==> config.mk <==
export PLATFORM = sky130hd
export DESIGN_NAME = sseg_scan_mux_n
export DESIGN_NICKNAME = d
export VERILOG_FILES = /design/src/rtl/sseg_scan_mux_n.sv
export SDC_FILE = /design/constraint.sdc
export NUM_CORES = 1
export LEC_CHECK = 0
export CAP_MARGIN = 30
export CORE_UTILIZATION = 54
export CTS_CLUSTER_DIAMETER = 30
export DETAILED_ROUTE_END_ITERATION = 10
export HOLD_SLACK_MARGIN = 0.03
export PLACE_DENSITY_LB_ADDON = 0.05
export SLEW_MARGIN = 20
export SYNTH_ARGS = -nofsm -noshare
export SYNTH_HDL_FRONTEND = slang
export SYNTH_SLANG_ARGS = --single-unit
==> constraint.sdc <==
create_clock -name i_clk -period 4.5 [get_ports i_clk]
set_clock_uncertainty 0.1 [all_clocks]
set_input_delay 0.675 -clock i_clk [delete_from_list [all_inputs] [get_ports i_clk]]
set_output_delay 0.675 -clock i_clk [all_outputs]
set_load 0.02 [all_outputs]
==> src/rtl/sseg_scan_mux_n.sv <==
// sseg_scan_mux_n: time-multiplexed N-digit seven-segment driver
// with dead time, PWM dimming, per-digit blanking and blinking.
module sseg_scan_mux_n #(
  parameter int   N_DIGITS     = 4,
  parameter int   SLOT_W       = 16,
  parameter int   DEAD_CYCLES  = 64,
  parameter int   BRIGHT_W     = 4,
  parameter int   BLINK_FRAMES = 64,
  parameter logic LDSEL_ACT    = 1'b1,
  localparam int  IDX_W = $clog2(N_DIGITS),
  localparam int  FC_W  = (BLINK_FRAMES > 1) ? $clog2(BLINK_FRAMES) : 1
) (
  input  logic                     i_clk,
  input  logic                     i_reset,
  input  logic [N_DIGITS-1:0][7:0] i_in_n,
  input  logic [N_DIGITS-1:0]      i_blank,
  input  logic [N_DIGITS-1:0]      i_blink_en,
  input  logic [BRIGHT_W-1:0]      i_bright,
  output logic [N_DIGITS-1:0]      o_ldsel,
  output logic [7:0]               o_sseg_n,
  output logic                     o_frame_tick,
  output logic [IDX_W-1:0]         o_digit_idx
);

  typedef enum logic [1:0] {
    ST_DEAD,
    ST_LIT,
    ST_DARK
  } slot_st_t;

  logic [SLOT_W-1:0]   cnt;
  logic [IDX_W-1:0]    idx;
  logic [FC_W-1:0]     fcnt;
  logic                blink_on;
  logic                blink_cur;
  logic [BRIGHT_W-1:0] bright_reg;
  logic [BRIGHT_W-1:0] phase;
  logic [7:0]          pat;
  logic                blank_c;
  logic                blink_c;
  logic                slot_start;
  logic                frame_start;
  logic                last_digit;
  logic                frame_wrap;
  slot_st_t            st;
  logic [N_DIGITS-1:0] sel_next;
  logic [7:0]          seg_next;

  assign slot_start  = (cnt == '0);
  assign frame_start = slot_start && (idx == '0);
  assign last_digit  = (idx == IDX_W'(N_DIGITS - 1));
  assign frame_wrap  = (fcnt == FC_W'(BLINK_FRAMES - 1));
  assign phase       = cnt[SLOT_W-1 -: BRIGHT_W];

  always_comb begin
    st = ST_DARK;
    if (cnt < SLOT_W'(DEAD_CYCLES))
      st = ST_DEAD;
    else if (phase <= bright_reg && !blank_c &&
             !(blink_c && !blink_cur))
      st = ST_LIT;
  end

  always_comb begin
    seg_next = 8'hFF;
    sel_next = {N_DIGITS{~LDSEL_ACT}};
    unique case (st)
      ST_LIT: begin
        seg_next      = pat;
        sel_next[idx] = LDSEL_ACT;
      end
      ST_DEAD, ST_DARK: ;
      default: ;
    endcase
  end

  always_ff @(posedge i_clk or posedge i_reset) begin
    if (i_reset) begin
      cnt <= '0;
      idx <= '0;
    end else begin
      cnt <= cnt + 1'b1;
      if (cnt == '1)
        idx <= last_digit ? '0 : idx + 1'b1;
    end
  end

  // Blink phase is latched per frame, so a toggle shows from the next frame.
  always_ff @(posedge i_clk or posedge i_reset) begin
    if (i_reset) begin
      fcnt       <= '0;
      blink_on   <= 1'b1;
      blink_cur  <= 1'b1;
      bright_reg <= '0;
    end else if (frame_start) begin
      bright_reg <= i_bright;
      blink_cur  <= blink_on;
      if (frame_wrap) begin
        fcnt     <= '0;
        blink_on <= ~blink_on;
      end else begin
        fcnt <= fcnt + 1'b1;
      end
    end
  end

  always_ff @(posedge i_clk or posedge i_reset) begin
    if (i_reset) begin
      pat     <= 8'hFF;
      blank_c <= 1'b0;
      blink_c <= 1'b0;
    end else if (slot_start) begin
      pat     <= i_in_n[idx];
      blank_c <= i_blank[idx];
      blink_c <= i_blink_en[idx];
    end
  end

  always_ff @(posedge i_clk or posedge i_reset) begin
    if (i_reset) begin
      o_ldsel      <= {N_DIGITS{~LDSEL_ACT}};
      o_sseg_n     <= 8'hFF;
      o_frame_tick <= 1'b0;
      o_digit_idx  <= '0;
    end else begin
      o_ldsel      <= sel_next;
      o_sseg_n     <= seg_next;
      o_frame_tick <= frame_start;
      o_digit_idx  <= idx;
    end
  end

endmodule
==> results.sh, run 1 <==
export IMPL_initial_util_pct=56.65
export IMPL_crit_required_ns=4.64
export IMPL_max_ir_drop_vdd_mv=0.1479
export IMPL_number_of_antenna_violations_at_the_first_check_in_global_routing=0
export IMPL_io_pin_count=61
export IMPL_h_tree_depth=2
export IMPL_placement_io_buffers=60
export IMPL_reg_top3="cnt x16, o_sseg_n x8, pat x8"
export IMPL_edff_count_synth=0
export IMPL_synth_async_reset_ratio_pct=100.0
export IMPL_placement_cell_area_um2=3358
export IMPL_clkTransAtPathRegs_ns=0.10
export IMPL_final_fill_count=356
export IMPL_timing_critical_path_fanout_max=16
export IMPL_finalCritPeriodShare_pct=57.98
export IMPL_layout_drive_gt1_share_pct=22.52
export IMPL_type_of_the_tightest_min_delay_check="reg2reg"
export IMPL_cp_slowest_cell="sky130_fd_sc_hd__dfrtp_1"
export IMPL_clock_tree_from_tritoncts="yes"
export IMPL_synth_area_per_cell_um2=13.62
export IMPL_drt_drc_violations_left=0
export IMPL_sequential_area_share_after_synthesis_pct=51.59
export IMPL_power_mw=0.8411
export IMPL_post_synth_instance_area_um2=2711
export IMPL_dieArea_um2=5309
export IMPL_yosys_warnings=0
export IMPL_iteration_0_drc_markers=85
export IMPL_fmaxAchievable_mhz=383.3
export IMPL_via_count=1756
export IMPL_cts_hold_repair_buffers=0
export IMPL_crit_chain="inv_1, ha_1, nor4bb_1, nand4_2, or3_1, o21ai_1"
export IMPL_route_antenna_remaining_nets=0
export IMPL_fin_worst_hold_slack_ns=0.3847
export IMPL_layout_cells_most_common_list="sky130_fd_sc_hd__clkdlybuf4s50_1, sky130_fd_sc_hd__dfrtp_1, sky130_fd_sc_hd__dfstp_2"
export IMPL_setup_tns_final_ns=0
export IMPL_design_core_area_um2=4786
export IMPL_syn_inst=199
export IMPL_dp_hpwl_um=3570
export IMPL_synth_top_cells_by_area="sky130_fd_sc_hd__dfrtp_1, sky130_fd_sc_hd__dfstp_2, sky130_fd_sc_hd__mux4_2"
export IMPL_grt_pass1_wl_um=8045
export IMPL_floorplan_die_height_um=72.86
export IMPL_power_leakage_nw=1.495
export IMPL_final_common_cell="sky130_fd_sc_hd__clkdlybuf4s50_1"
export IMPL_hold_violations=0
export IMPL_grt_total_usage_pct=20.36
export IMPL_netlist_area_leader_share_pct=34.15
export IMPL_largest_register="cnt"
export IMPL_timing_critical_path_to_type="flip-flop"
export IMPL_floorplan_rows=25
export IMPL_post_route_worst_setup_slack_ns=1.891
export IMPL_placement_setup_worst_slack_ns=1.901
export IMPL_post_cts_buffers=0
export IMPL_clk_insertion_delay_late_ns=0.31
export IMPL_ctsRootBufferMaster="sky130_fd_sc_hd__clkbuf_8"
export IMPL_grt_residual_overflow=0
export IMPL_synth_top_flop_cell="sky130_fd_sc_hd__dfrtp_1"
export IMPL_grt_pass1_vias=1705
export IMPL_routed_wirelength_um=4826
export IMPL_timing_setup_critical_path_class="reg2reg"
export IMPL_cts_sink_count=55
export IMPL_syn_nets=256
export IMPL_place_congestion=0.7791
export IMPL_worst_ep_arrival_time_ns=2.75
export IMPL_layout_area_overhead_vs_synth_pct=27.00
export IMPL_final_design_area_no_fill_um2=3443
export IMPL_crit_path_start_kind="flip-flop"
export IMPL_slew_limit_headroom_pct=50.55
export IMPL_drv_max_cap_violation_count=0
export IMPL_instances_no_fill=329
export IMPL_cts_buffer_depth=2
export IMPL_cts_resized=0
export IMPL_floorplan_die_width_um=72.86
export IMPL_post_layout_util_pct=71.95
export IMPL_layout_nets=318
export IMPL_largest_reg_flops=16
export IMPL_regToRegSetupSlack_ns=1.89
export IMPL_number_of_cts_inserted_buffers=5
export IMPL_outcome="finished clean"
export IMPL_cell_type_with_the_largest_total_area_after_synthesis="sky130_fd_sc_hd__dfrtp_1"
export IMPL_grt_max_degree=31
export IMPL_rsz0062_at_grt="false"
export IMPL_synth_ff_latch_count=55
export IMPL_viasPerCell=5.337
export IMPL_tightest_slew_ns=0.7418
export IMPL_slowest_delay_ns=0.66
export IMPL_final_min_clock_period_ns=2.609
export IMPL_antenna_cells_inserted=0
export IMPL_timing_final_setup_violations=0
export IMPL_avgRoutedWirePerCell_um=14.67
export IMPL_first_pass_iters=4
export IMPL_power_density_nw_per_um2=244.3
export IMPL_timing_max_transition_violations_final=0
export IMPL_synth_cell_type_count=39
export IMPL_dp_cells=321
-- where the power goes --
part           switching [mW]  internal [mW]
Combinational          0.0197         0.0507
Clock                   0.154          0.109
Sequential            0.00349          0.504
Total                   0.178          0.664
-- cell families after synthesis --
logic type	after synthesis	share of synthesized area (%)
AO/OA/AOI/OAI	9	1.892
XOR/XNOR	17	5.491
adder cells (fa/ha/maj)	11	5.076
buffers and inverters	19	3.599
flip-flops	55	51.59
multiplexers	28	17.58
AND/OR/NAND/NOR	60	14.77
-- cells in the mapped netlist (all sizes together), types with 3 or more instances --
master,number
nor2,8
nand3b,8
dfrtp,37
xor2,6
o21ai,5
ha,11
xnor2,11
nor4,4
and3,10
buf,5
and4,3
nand2,5
nand3,9
nand4,4
dfstp,18
mux2,18
inv,12
mux4,10
-- area by class of cell --
class / count / area [um^2] / area share [%]
clock inverter: 2 / 12.51 / 0.3634
clock buffer: 6 / 72.57 / 2.108
multi-input combinational: 125 / 1215 / 35.28
sequential: 55 / 1399 / 40.62
inverter: 12 / 45.04 / 1.308
timing repair buffer: 62 / 615.6 / 17.88
tap: 67 / 83.83 / 2.435
-- worst paths after layout --
path,from,end,depth (start not counted)
worst max-delay path,idx[0]$_DFFE_PP0N_,fcnt[5]$_DFFE_PP0N_,6
worst min-delay path,fcnt[2]$_DFFE_PP0N_,fcnt[2]$_DFFE_PP0N_,1
worst max register to register,idx[0]$_DFFE_PP0N_,fcnt[5]$_DFFE_PP0N_,6
worst min register to register,fcnt[2]$_DFFE_PP0N_,fcnt[2]$_DFFE_PP0N_,1
max in group asynchronous,i_reset,o_sseg_n[1]$_DFF_PP1_,3
min in group asynchronous,i_reset,o_ldsel[3]$_DFF_PP0_,2
-- routing by layer --
layer	track usage, %	wire, um	vias up
met3	4.696	265	7
li1	-	-	832
met2	31.05	2229	63
met1	28.66	2258	854
met5	0	0	-
met4	7.407	72	0
-- worst max-delay path: cells and delay by family (launching register included) --
kind	cells	cell delay, ns
compound gates	1	0.08
fa+ha+maj	1	0.18
buf+inv	1	0.19
flops	1	0.66
simple gates	3	1.34
(Power assumes the default switching activity.)
==> run 2: changes to the inputs <==
CORE_UTILIZATION = 45   (was 54)
clock period = 2.35 ns   (was 4.5 ns; I/O delays follow)
==> results.sh, run 2 (synthesis gave the netlist of run 1 again) <==
export IMPL_outcome="finished clean"
export IMPL_clk_insertion_delay_late_ns=0.31
export IMPL_max_ir_drop_vdd_mv=0.2206
export IMPL_slowest_delay_ns=0.46
export IMPL_io_pin_count=61
export IMPL_final_min_clock_period_ns=1.953
export IMPL_setup_tns_final_ns=0
export IMPL_grt_max_degree=28
export IMPL_largest_register="cnt"
export IMPL_clkTransAtPathRegs_ns=0.10
export IMPL_power_frac_seq_pct=58.4
export IMPL_grt_total_usage_pct=18.23
export IMPL_via_count=1697
export IMPL_switching_power_mw=0.3577
export IMPL_number_of_antenna_violations_at_the_first_check_in_global_routing=0
export IMPL_pwr_share_comb_pct=8.4
export IMPL_number_of_cts_inserted_buffers=5
export IMPL_layout_nets=323
export IMPL_power_share_switching_pct=21.50
export IMPL_floorplan_rows=27
export IMPL_drt_drc_violations_left=0
export IMPL_place_congestion=0.8423
export IMPL_cts_hold_repair_buffers=0
export IMPL_antenna_cells_inserted=0
export IMPL_layout_area_overhead_vs_synth_pct=29.58
export IMPL_fmaxAchievable_mhz=512.2
export IMPL_design_core_area_um2=5642
export IMPL_timing_critical_path_fanout_max=10
export IMPL_power_leakage_nw=1.529
export IMPL_routed_wirelength_um=5063
export IMPL_viasPerCell=5.006
export IMPL_layout_drive_gt1_share_pct=24.34
export IMPL_ctsRootBufferMaster="sky130_fd_sc_hd__clkbuf_8"
export IMPL_clock_tree_from_tritoncts="yes"
export IMPL_grt_residual_overflow=0
export IMPL_dieArea_um2=6339
export IMPL_power_density_nw_per_um2=473.6
export IMPL_crit_chain="nor4_4, and3_1, and3_2, mux2_4"
export IMPL_initial_util_pct=48.06
export IMPL_regToRegSetupSlack_ns=0.40
export IMPL_endpoint_of_the_lowest_slack_register_to_register_path="blank_c$_DFFE_PP0N_"
export IMPL_cp_slowest_cell="sky130_fd_sc_hd__dfrtp_1"
export IMPL_cts_sink_count=55
export IMPL_cts_buffer_depth=2
export IMPL_power_internal_mw=1.306
export IMPL_timing_setup_critical_path_class="reg2reg"
export IMPL_grt_pass1_vias=1779
export IMPL_first_pass_iters=4
export IMPL_iteration_0_drc_markers=55
export IMPL_placement_io_buffers=60
export IMPL_drv_max_cap_violation_count=0
export IMPL_timing_max_transition_violations_final=0
export IMPL_worst_r2r_cell_count=4
export IMPL_timing_critical_path_to_type="flip-flop"
export IMPL_layout_cells_most_common_list="sky130_fd_sc_hd__clkdlybuf4s50_1, sky130_fd_sc_hd__dfrtp_1, sky130_fd_sc_hd__dfstp_2"
export IMPL_cts_resized=0
export IMPL_dp_hpwl_um=3905
export IMPL_rsz0062_at_grt="false"
export IMPL_finalCritPeriodShare_pct=83.09
export IMPL_avgRoutedWirePerCell_um=14.94
export IMPL_timing_final_setup_violations=0
export IMPL_post_cts_buffers=0
export IMPL_floorplan_die_height_um=79.62
export IMPL_hold_violations=0
export IMPL_floorplan_die_width_um=79.62
export IMPL_type_of_the_tightest_min_delay_check="in2async"
export IMPL_grt_pass1_wl_um=8742
export IMPL_worst_ep_arrival_time_ns=2.05
export IMPL_clkPwrFrac_pct=33.2
export IMPL_slew_limit_headroom_pct=51.63
export IMPL_reg_top3="cnt x16, o_sseg_n x8, pat x8"
export IMPL_path_delay_family="simple AND/OR/NAND/NOR gates"
export IMPL_crit_path_start_kind="flip-flop"
export IMPL_r2r_start="cnt[12]$_DFF_PP0_"
export IMPL_route_antenna_remaining_nets=0
export IMPL_crit_required_ns=2.45
export IMPL_h_tree_depth=2
export IMPL_final_common_cell="sky130_fd_sc_hd__clkdlybuf4s50_1"
export IMPL_fin_worst_hold_slack_ns=0.2104
export IMPL_worstPathBufferInverterCount=0
export IMPL_tightest_slew_ns=0.7200
export IMPL_largest_reg_flops=16
[run 2: layer usage]
| metal | share of wire, % | track usage, % | up-vias |
|---|---|---|---|
| met1 | 48 | 25.73 | 822 |
| li1 | - | - | 837 |
| met2 | 47 | 28.72 | 33 |
| met4 | 1.2 | 4.364 | 0 |
| met5 | 0 | 0 | - |
| met3 | 3.3 | 3.771 | 5 |
[run 2: metrics by stage]
step                      setup WS, ns  power [mW]  util, %  instance area (um^2)  cells
after detailed placement        0.3869       1.131    60.52                  3415    331
final                           0.3975       1.664    62.28                  3513    339
after global placement          0.4216       1.130    60.52                  3415    331
after floorplan                 0.2054       1.038        -                  2711    199
after global routing            0.2644       1.739    62.28                  3513    339
after CTS                       0.3729       1.692    62.28                  3513    339
[run 2: layout make-up]
class | count | area [um^2]
Fill cell | 450 | 2128
Sequential cell | 55 | 1399
Multi-Input combinational cell | 125 | 1215
Timing Repair Buffer | 67 | 665.6
Tap cell | 72 | 90.09
Clock buffer | 6 | 82.58
Inverter | 12 | 45.04
Clock inverter | 2 | 16.27
[run 2: power by group through the flow]
stage	registers (mW)	clock network [mW]	logic, mW
2_1_floorplan	0.986	0	0.0525
6_report	0.971	0.553	0.140
5_1_grt	0.973	0.613	0.154
3_3_place_gp	0.988	0	0.141
3_5_place_dp	0.988	0	0.143
4_1_cts	0.971	0.578	0.143
[run 2: worst max-delay path by stage]
stage / startpoint / to / slack, ns / cells past startpoint
global route: cnt[7]$_DFF_PP0_ / o_sseg_n[3]$_DFF_PP1_ / 0.26 / 5
detailed placement: cnt[12]$_DFF_PP0_ / blank_c$_DFFE_PP0N_ / 0.39 / 4
CTS: cnt[12]$_DFF_PP0_ / blank_c$_DFFE_PP0N_ / 0.37 / 4
finish: cnt[12]$_DFF_PP0_ / blank_c$_DFFE_PP0N_ / 0.40 / 4
global placement: cnt[12]$_DFF_PP0_ / blink_c$_DFFE_PP0N_ / 0.42 / 4
floorplan: idx[0]$_DFFE_PP0N_ / bright_reg[0]$_DFFE_PP0N_ / 0.21 / 7
[run 2: worst register-to-register path, cell delays in order, from the launching register on]
cell	delay [ns]
sky130_fd_sc_hd__dfrtp_1	0.46
sky130_fd_sc_hd__nor4_4	0.32
sky130_fd_sc_hd__and3_1	0.21
sky130_fd_sc_hd__and3_2	0.42
sky130_fd_sc_hd__mux2_4	0.34
